### config.mk
export PLATFORM = sky130hd
export DESIGN_NAME = wb_pix_master
export DESIGN_NICKNAME = d
export VERILOG_FILES = /design/src/rtl/wb_pix_master.sv
export SDC_FILE = /design/constraint.sdc
export NUM_CORES = 1
export LEC_CHECK = 0
export BUFFER_PORTS_ARGS = -buffer_cell sky130_fd_sc_hd__buf_2
export CORE_UTILIZATION = 41
export CTS_CLUSTER_SIZE = 25
export DETAILED_ROUTE_END_ITERATION = 8
export PLACE_DENSITY = 0.75
export SLEW_MARGIN = 40
export SYNTH_ARGS = -nofsm -noshare
export SYNTH_HDL_FRONTEND = slang
export SYNTH_SLANG_ARGS = --single-unit
### constraint.sdc
create_clock -name wb_clk_i -period 3.2 [get_ports wb_clk_i]
set_input_delay 0.16 -clock wb_clk_i [delete_from_list [all_inputs] [get_ports wb_clk_i]]
set_output_delay 0.16 -clock wb_clk_i [all_outputs]
set_load 0.05 [all_outputs]
### src/rtl/wb_pix_master.sv
// wb_pix_master: Wishbone classic single-transfer initiator.
// Each command accepted on the valid/ready port becomes one Wishbone read or
// write. The outcome (read data, or a timeout error) comes back on a
// one-cycle response strobe. All outputs are driven straight from flops.
//
// Optional build macro WB_SEQ_RETRY_EN: the first timeout of a command drops
// cyc/stb for one cycle (GAP) and retries the same transfer once. Only the
// second timeout reports an error. When the macro is undefined, the first
// timeout reports the error immediately.
module wb_pix_master #(
    parameter int unsigned TIMEOUT_CYCLES = 255,
    parameter int unsigned TO_W           = 8
) (
    input  logic        wb_clk_i,
    input  logic        wb_rst_i,
    input  logic        cmd_valid,
    output logic        cmd_ready,
    input  logic        cmd_we,
    input  logic [31:0] cmd_adr,
    input  logic [31:0] cmd_dat,
    input  logic [3:0]  cmd_sel,
    output logic        rsp_valid,
    output logic [31:0] rsp_dat,
    output logic        rsp_err,
    output logic        busy,
    output logic        wbm_cyc_o,
    output logic        wbm_stb_o,
    output logic        wbm_we_o,
    output logic [31:0] wbm_adr_o,
    output logic [31:0] wbm_dat_o,
    output logic [3:0]  wbm_sel_o,
    input  logic [31:0] wbm_dat_i,
    input  logic        wbm_ack_i
);

    localparam logic [1:0] ST_IDLE = 2'd0;
    localparam logic [1:0] ST_BUS  = 2'd1;
    localparam logic [1:0] ST_RESP = 2'd2;
`ifdef WB_SEQ_RETRY_EN
    localparam logic [1:0] ST_GAP  = 2'd3;
`endif

    // Counter value seen on the last edge before the transfer is abandoned.
    localparam logic [TO_W-1:0] TO_LAST = TO_W'(TIMEOUT_CYCLES - 1);

    logic [1:0]      state_q, state_d;
    logic            cyc_q, cyc_d;
    logic            we_q, we_d;
    logic [31:0]     adr_q, adr_d;
    logic [31:0]     dat_q, dat_d;
    logic [3:0]      sel_q, sel_d;
    logic [TO_W-1:0] cnt_q, cnt_d;
    logic            rsp_valid_q, rsp_valid_d;
    logic [31:0]     rsp_dat_q, rsp_dat_d;
    logic            rsp_err_q, rsp_err_d;
    logic            cmd_ready_q, cmd_ready_d;
    logic            busy_q, busy_d;
`ifdef WB_SEQ_RETRY_EN
    logic            retry_q, retry_d;
`endif

    // Next-state logic: command capture, bus wait with timeout, and response.
    always_comb begin
        state_d     = state_q;
        cyc_d       = cyc_q;
        we_d        = we_q;
        adr_d       = adr_q;
        dat_d       = dat_q;
        sel_d       = sel_q;
        cnt_d       = cnt_q;
        rsp_valid_d = 1'b0;
        rsp_dat_d   = rsp_dat_q;
        rsp_err_d   = rsp_err_q;
        cmd_ready_d = cmd_ready_q;
`ifdef WB_SEQ_RETRY_EN
        retry_d     = retry_q;
`endif

        case (state_q)
            ST_IDLE: begin
                if (cmd_valid && cmd_ready_q) begin
                    we_d        = cmd_we;
                    adr_d       = cmd_adr;
                    dat_d       = cmd_dat;
                    sel_d       = cmd_sel;
                    cyc_d       = 1'b1;
                    cnt_d       = '0;
                    cmd_ready_d = 1'b0;
                    state_d     = ST_BUS;
`ifdef WB_SEQ_RETRY_EN
                    retry_d     = 1'b0;
`endif
                end
            end

            ST_BUS: begin
                if (wbm_ack_i) begin
                    // An ack wins over a timeout that lands on the same edge.
                    cyc_d       = 1'b0;
                    rsp_dat_d   = we_q ? 32'd0 : wbm_dat_i;
                    rsp_err_d   = 1'b0;
                    rsp_valid_d = 1'b1;
                    state_d     = ST_RESP;
                end else if (cnt_q == TO_LAST) begin
                    cyc_d = 1'b0;
`ifdef WB_SEQ_RETRY_EN
                    if (!retry_q) begin
                        retry_d = 1'b1;
                        state_d = ST_GAP;
                    end else begin
`endif
                        rsp_dat_d   = 32'd0;
                        rsp_err_d   = 1'b1;
                        rsp_valid_d = 1'b1;
                        state_d     = ST_RESP;
`ifdef WB_SEQ_RETRY_EN
                    end
`endif
                end else begin
                    cnt_d = cnt_q + 1'b1;
                end
            end

            ST_RESP: begin
                cmd_ready_d = 1'b1;
                state_d     = ST_IDLE;
            end

`ifdef WB_SEQ_RETRY_EN
            ST_GAP: begin
                // One idle bus cycle, then retry with the latched fields.
                cyc_d   = 1'b1;
                cnt_d   = '0;
                state_d = ST_BUS;
            end
`endif

            default: begin
                cyc_d       = 1'b0;
                cmd_ready_d = 1'b1;
                state_d     = ST_IDLE;
            end
        endcase

        busy_d = (state_d != ST_IDLE);
    end

    // State and output registers. Reset clears the bus cycle at once, without waiting for a clock.
    always_ff @(posedge wb_clk_i or posedge wb_rst_i) begin
        if (wb_rst_i) begin
            state_q     <= ST_IDLE;
            cyc_q       <= 1'b0;
            we_q        <= 1'b0;
            adr_q       <= 32'd0;
            dat_q       <= 32'd0;
            sel_q       <= 4'd0;
            cnt_q       <= '0;
            rsp_valid_q <= 1'b0;
            rsp_dat_q   <= 32'd0;
            rsp_err_q   <= 1'b0;
            cmd_ready_q <= 1'b1;
            busy_q      <= 1'b0;
`ifdef WB_SEQ_RETRY_EN
            retry_q     <= 1'b0;
`endif
        end else begin
            state_q     <= state_d;
            cyc_q       <= cyc_d;
            we_q        <= we_d;
            adr_q       <= adr_d;
            dat_q       <= dat_d;
            sel_q       <= sel_d;
            cnt_q       <= cnt_d;
            rsp_valid_q <= rsp_valid_d;
            rsp_dat_q   <= rsp_dat_d;
            rsp_err_q   <= rsp_err_d;
            cmd_ready_q <= cmd_ready_d;
            busy_q      <= busy_d;
`ifdef WB_SEQ_RETRY_EN
            retry_q     <= retry_d;
`endif
        end
    end

    assign cmd_ready = cmd_ready_q;
    assign rsp_valid = rsp_valid_q;
    assign rsp_dat   = rsp_dat_q;
    assign rsp_err   = rsp_err_q;
    assign busy      = busy_q;
    assign wbm_cyc_o = cyc_q;
    assign wbm_stb_o = cyc_q;
    assign wbm_we_o  = we_q;
    assign wbm_adr_o = adr_q;
    assign wbm_dat_o = dat_q;
    assign wbm_sel_o = sel_q;

endmodule

==> run_results.csv, run 1 <==
group,metric,value,unit
place,port-buffer-count,211,
setup_path,r2r-start,"cmd_ready",
synth,synthMuxAreaShare,0,%
synth,ys_types,25,
worst_hold_path,hold_path.class,"primary input to async pin",
setup_path,critPathLaunchType,"flip-flop",
clocking,clockRootBuffer,"clkbuf_8",
floorplanning,fp.dieH,105,um
synth,syn_nets,543,
setup_path,path_max_fanout,76,
clocking,cts.sinks,116,
global_routing,grt_max_degree,117,
setup_path,r2r-end,"wbm_adr_o[20]",
synth,synth-simple-area-share,21.5,%
sta,setup_viol,0,
synth,ys_warn_count,0,
route,vias,4382,
place,place_hpwl,7470,um
sta,drv_slew,0,
power,powerDensity,1160,nW/um2
route,dr.pass1.iters,4,
cells_and_area,syn_to_final_growth,64.8,%
synth,syn_area_per_cell,10.1,um2
sta,finalHoldViolations,0,
floorplanning,rows,37,
floorplanning,start_util,42.3,%
cells_and_area,n_antenna_cell,0,
status,status,"finished clean",
synth,netlist_area,4390,um2
flow_run,maxCapViolations,0,
sta,rsz0062_at_grt,"no",
floorplanning,io_pins,212,
synth,netlist_instances,436,
global_routing,antenna_found_initial,0,
clocking,ctsHoldBuffers,103,
cells_and_area,nets,857,
setup_path,worst-r2r-setup-slack,1.35,ns
cells_and_area,final_util,69.8,%
power,peakVddDrop,0.652,mV
floorplanning,dieArea,11100,um2
floorplanning,die_w,105,um
sta,clock_skew,0.00956,ns
synth,synth.ff_latch_count,116,
global_routing,gr-usage-all-layers,24.7,%
setup_path,end_kind,"flip-flop",
setup_path,critPathKind,"flip-flop to flip-flop",
route,wl,13100,um
sta,fin_crit,1.85,ns
clocking,cts_tree,"built",
floorplanning,core_area,10400,um2
clocking,clock_latency,0.50,ns
route,ant_nets,0,
synth,synth_adder_area_share,0.570,%
synth,synth_compound_area_share,8.92,%
synth,seq_area_frac_synth,66.1,%
synth,synth_top_family_by_area,"simple AND/OR/NAND/NOR gates",
clocking,cts_buffer_depth,2,
clocking,htreeDepth,4,
route,post-route-drc-count,0,
global_routing,grt_pass1_vias,4502,
sta,setup_tns,0,ns
setup_path,cp_data_arrival_time,2.28,ns
sta,finalCritPeriodShare,57.7,%
sta,fmax,542,MHz
route,viasPerCell,4.88,
route,drt_iter0_drc,389,
clocking,postCtsResizedCells,0,
global_routing,grt_pass1_wl,21400,um
setup_path,cp.required,3.63,ns
power,p_leak,3.94,nW
cells_and_area,drive_gt1_share,33.1,%
clocking,postCtsSetupBuffers,0,
clocking,numCtsBuffers,17,
sta,relSlewSlack,48.2,%
route,wl_per_cell,14.6,um
clocking,clk_pin_slew,0.05,ns
setup_path,rr_worst_depth,4,
place,place_congestion,0.778,
sta,max_slew.worst_pin.slew,0.778,ns
synth,yosys.area_share.xor_xnor,0,%
global_routing,overflow,0,
metrics by stage:
stage / hold WS [ns] / total power, mW / area [um2] / worst slack (ns) / instances
global route: 0.388 / 8.82 / 7240 / 1.24 / 898
global placement: 0.349 / 6.26 / 5580 / 1.11 / 764
floorplan: 0.246 / 5.40 / 4390 / 1.39 / 436
CTS: 0.338 / 8.39 / 7230 / 1.29 / 898
finish: 0.357 / 8.41 / 7240 / 1.35 / 898
detailed placement: 0.356 / 6.36 / 5590 / 1.30 / 764
Yosys cell counts:
library cell / count / share of area [%]
inv_1: 7 / 0.60
buf_1: 4 / 0.34
or4_1: 2 / 0.34
nand4_1: 3 / 0.43
a21o_1: 1 / 0.17
nand3_1: 6 / 0.68
dfstp_2: 1 / 0.60
nor2_1: 5 / 0.43
and2_1: 1 / 0.14
nor2b_1: 1 / 0.14
a21oi_1: 7 / 0.80
and4bb_1: 1 / 0.28
or3_1: 5 / 0.71
buf_4: 1 / 0.17
clkbuf_1: 15 / 1.3
ha_1: 2 / 0.57
nand2_1: 211 / 18
nor3b_1: 1 / 0.17
nand2b_1: 1 / 0.14
buf_2: 4 / 0.46
o21ai_1: 6 / 0.68
o31ai_1: 3 / 0.51
a22o_1: 32 / 6.4
o32ai_2: 1 / 0.37
dfrtp_1: 115 / 66
worst max-delay path: stages (launching register included):
cell and delay (ns):
dfstp_2 0.57, and4bb_2 0.28, buf_4 0.58, nand2_1 0.16, nand2_1 0.09
registers in the layout (all words and copies together) (netlist names):
signal / count
wbm_sel_o: 4
wbm_adr_o: 32
state_q: 2
rsp_valid: 1
busy: 1
rsp_err: 1
wbm_dat_o: 32
wbm_we_o: 1
cnt_q: 8
wbm_cyc_o: 1
cmd_ready: 1
rsp_dat: 32
metal layers:
layer / track usage [%] / vias to the layer above / wire length, um
li1: - / 2041 / -
met4: 11.6 / 0 / 306
met5: 0 / - / 0
met1: 28.8 / 2093 / 5360
met3: 7.05 / 33 / 937
met2: 41.9 / 215 / 6470
placed cells by master, fill, tap and decap left out, drive strengths merged:
cell type	n
dfrtp	115
dfstp	1
clkbuf	21
and2	1
a22o	32
or3	5
buf	216
bufinv	4
nand4	3
nand2b	1
inv	6
nor2b	1
ha	2
nand2	211
nor2	5
clkinv	4
or4	2
nand3	6
o32ai	1
a21oi	7
dlygate4sd3	103
o31ai	3
and4bb	1
nor3b	1
a21o	1
clkinvlp	3
o21ai	6
cell type report:
cell class	count	area, um2
clock buffers	21	449
flip-flops and latches	116	2900
inverters	7	30.0
repair buffers	319	2140
multi-input cells	289	1390
clock inverters	10	155
fillers	718	3130
well taps	136	170
cell families (layout without fill, tap and decap cells):
family | after synthesis | after routing
buffers and inverters | 31 | 357
and+or+nand+nor | 237 | 237
AOI/OAI and AO/OA | 50 | 50
adders and majority gates | 2 | 2
DFF | 116 | 116
where the power goes:
part           switching [mW]  total, mW  internal (mW)  leakage [nW]
registers               0.373       2.46           2.09          1.47
logic                    3.09       4.03          0.944          2.18
clock network           0.621       1.92           1.29         0.294
worst max path at each step:
stage | from | endpoint | cells past startpoint
CTS | cnt_q[0] | cnt_q[7] | 6
global placement | state_q[1] | wbm_adr_o[11] | 5
global route | cmd_ready | wbm_dat_o[16] | 4
detailed placement | cnt_q[0] | cnt_q[7] | 6
floorplan | cmd_ready | cnt_q[7] | 5
finish | cmd_ready | wbm_adr_o[20] | 4
(Power assumes the default switching activity.)
==> run 2: changes to the inputs <==
CORE_UTILIZATION = 46   (was 41)
PLACE_DENSITY = 0.8   (was 0.75)
clock period = 1.78 ns   (was 3.2 ns; I/O delays follow)
==> run 2 against run 1 <==
  * Combinational power rose by 88%
  * Hold slack worse by 0.20 ns
  * Critical path type unchanged
  * Register-to-register slack got worse by 1.3 ns
  * Final area is 1.1% higher
  * Largest cell class unchanged
  * Non-clock buffer count rose by 10
  * First-iteration DRC count fell by 45%
  * Critical endpoint is now cnt_q[4]
  * Utilization is 9.4 points higher
  * Highest routed layer unchanged
==> run_results.csv, run 2 (same netlist as run 1, synthesis figures left out) <==
group,metric,value,unit
status,status,"finished clean",
worst_hold_path,hp-start,"cmd_valid",
setup_path,critPathKind,"flip-flop to flip-flop",
setup_path,cpMaxStageDelayCell,"dfstp_2",
place,pre_cts_ws,0.0283,ns
sta,setup_tns,0,ns
setup_path,cp_data_arrival_time,2.17,ns
cells_and_area,final_util,79.2,%
route,wl_per_cell,15.8,um
place,port-buffer-count,211,
clocking,clock_latency,0.50,ns
sta,max_slew.worst_pin.slew,0.437,ns
global_routing,antenna_found_initial,1,
worst_hold_path,hold_path.class,"primary input to flip-flop",
sta,fin_crit,1.73,ns
setup_path,path_max_fanout,8,
setup_path,cpLargestDelayFamily,"simple AND/OR/NAND/NOR gates",
route,wl,14300,um
cells_and_area,drive_gt1_share,34.8,%
route,drt_iter0_drc,214,
cells_and_area,layout_common_cells,"211 x nand2_1, 211 x buf_2, 115 x dfrtp_1",
sta,setup_viol,0,
global_routing,grt_pass1_vias,4567,
setup_path,critPathLaunchType,"flip-flop",
worst_hold_path,hold_path_end,"busy",
setup_path,critPathBufInv,1,
floorplanning,rows,35,
cells_and_area,final_cell_area,7310,um2
sta,fmax,576,MHz
power,pwr-share-seq,29.3,%
route,dr.pass1.iters,4,
floorplanning,die_w,99.7,um
clocking,clk_pin_slew,0.06,ns
sta,relSlewSlack,70.8,%
setup_path,r2r-start,"cmd_ready",
floorplanning,io_pins,212,
power,swShare,50.8,%
route,viasPerCell,4.92,
floorplanning,dieArea,9940,um2
worst_hold_path,min_path_cells,4,
global_routing,grt_pass1_wl,22300,um
power,combPwrFrac,50.3,%
clocking,numCtsBuffers,17,
route,post-route-drc-count,0,
setup_path,rr_worst_depth,5,
clocking,htreeDepth,4,
global_routing,gr-usage-all-layers,29.8,%
power,p_sw,7.64,mW
power,p_int,7.41,mW
setup_path,r2r-end,"cnt_q[4]",
power,p_total,15.0,mW
floorplanning,core_area,9240,um2
sta,finalHoldViolations,0,
power,powerDensity,2060,nW/um2
power,p_leak,3.98,nW
floorplanning,start_util,47.5,%
setup_path,cp.required,2.21,ns
clocking,clockRootBuffer,"clkbuf_8",
cells_and_area,multi_input_area,1400,um2
setup_path,worst-r2r-setup-slack,0.05,ns
sta,clock_skew,0.0120,ns
flow_run,maxCapViolations,0,
route,ant_nets,0,
clocking,cts.sinks,116,
place,place_hpwl,7670,um
floorplanning,fp.dieH,99.7,um
cells_and_area,fillers,540,
setup_path,cp_cell_sequence,"and4bb_2, o32ai_4, buf_4, or4_4, nand3_1",
cells_and_area,seq_area,2900,um2
global_routing,overflow,0,
sta,drv_slew,0,
setup_path,end_kind,"flip-flop",
cells_and_area,syn_to_final_growth,66.6,%
clocking,cts_buffer_depth,2,
global_routing,grt_max_degree,77,
setup_path,critPathMaxStageDelay,0.56,ns
sta,fin_ws,0.0452,ns
place,place_congestion,0.766,
power,peakVddDrop,1.25,mV
place,placed_cell_area,5680,um2
sta,finalCritPeriodShare,97.5,%
power,pwr-share-clk,20.4,%
route,vias,4447,
clocking,cts_tree,"built",
cells_and_area,nets,867,
sta,rsz0062_at_grt,"yes",
==> run 2: cell count changes in the layout (fill, tap and decap cells not counted), sizes merged <==
cell / change
bufinv: -4
diode: +1
clkbuf: -3
buf: +10
inv: +7
clkinv: +1
==> run 2: metal layers <==
metal | global-route usage, % | vias up | wire (um)
met5 | 0 | - | 0
li1 | - | 2067 | -
met1 | 33.9 | 2089 | 5460
met4 | 16.1 | 0 | 507
met2 | 51.0 | 242 | 7180
met3 | 8.43 | 49 | 1110
==> run 2: power by group through the flow <==
stage / registers [mW] / clock network (mW) / logic (mW)
CTS: 4.36 / 3.12 / 7.37
detailed placement: 4.37 / 0 / 7.21
global route: 4.54 / 3.28 / 7.95
global placement: 4.33 / 0 / 7.04
floorplan: 8.08 / 0 / 1.63
finish: 4.41 / 3.07 / 7.57
==> run 2: metrics by stage <==
step / std cells / hold WS (ns)
2_1_floorplan: 436 / 0.175
3_3_place_gp: 764 / 0.111
3_5_place_dp: 764 / 0.123
4_1_cts: 899 / 0.127
5_1_grt: 903 / 0.169
6_report: 903 / 0.161
==> run 2: repair_timing <==
action,in CTS,in global routing
endpoints found under the setup margin,0,32
resized for setup,0,7
hold buffers,103,0
hold endpoints to repair,217,0
setup buffers,0,3
==> run 2: cell type report <==
type                    instances  share of cell area (%)
diodes                          1                  0.0342
clock buffers                  18                    5.85
clock inverters                14                    1.63
inverters                       7                   0.411
multi-input cells             289                    19.1
flip-flops and latches        116                    39.7
well taps                     129                    2.21
repair buffers                329                    31.0
==> run 2: worst max path at each step <==
stage | from | end | slack, ns | depth (start not counted)
2_1_floorplan | cmd_ready | cnt_q[7] | -0.01 | 5
4_1_cts | cnt_q[0] | cnt_q[2] | 0.004 | 7
5_1_grt | cnt_q[4] | rsp_dat[23] | -0.02 | 5
3_5_place_dp | cnt_q[0] | cnt_q[2] | 0.03 | 7
3_3_place_gp | cmd_ready | cnt_q[2] | 0.10 | 5
6_report | cmd_ready | cnt_q[4] | 0.05 | 5
==> run 2: worst reg2reg max path, stage by stage, from the launching register on <==
cell and delay, ns:
dfstp_2 0.56, and4bb_2 0.27, o32ai_4 0.14, buf_4 0.17
or4_4 0.46, nand3_1 0.08
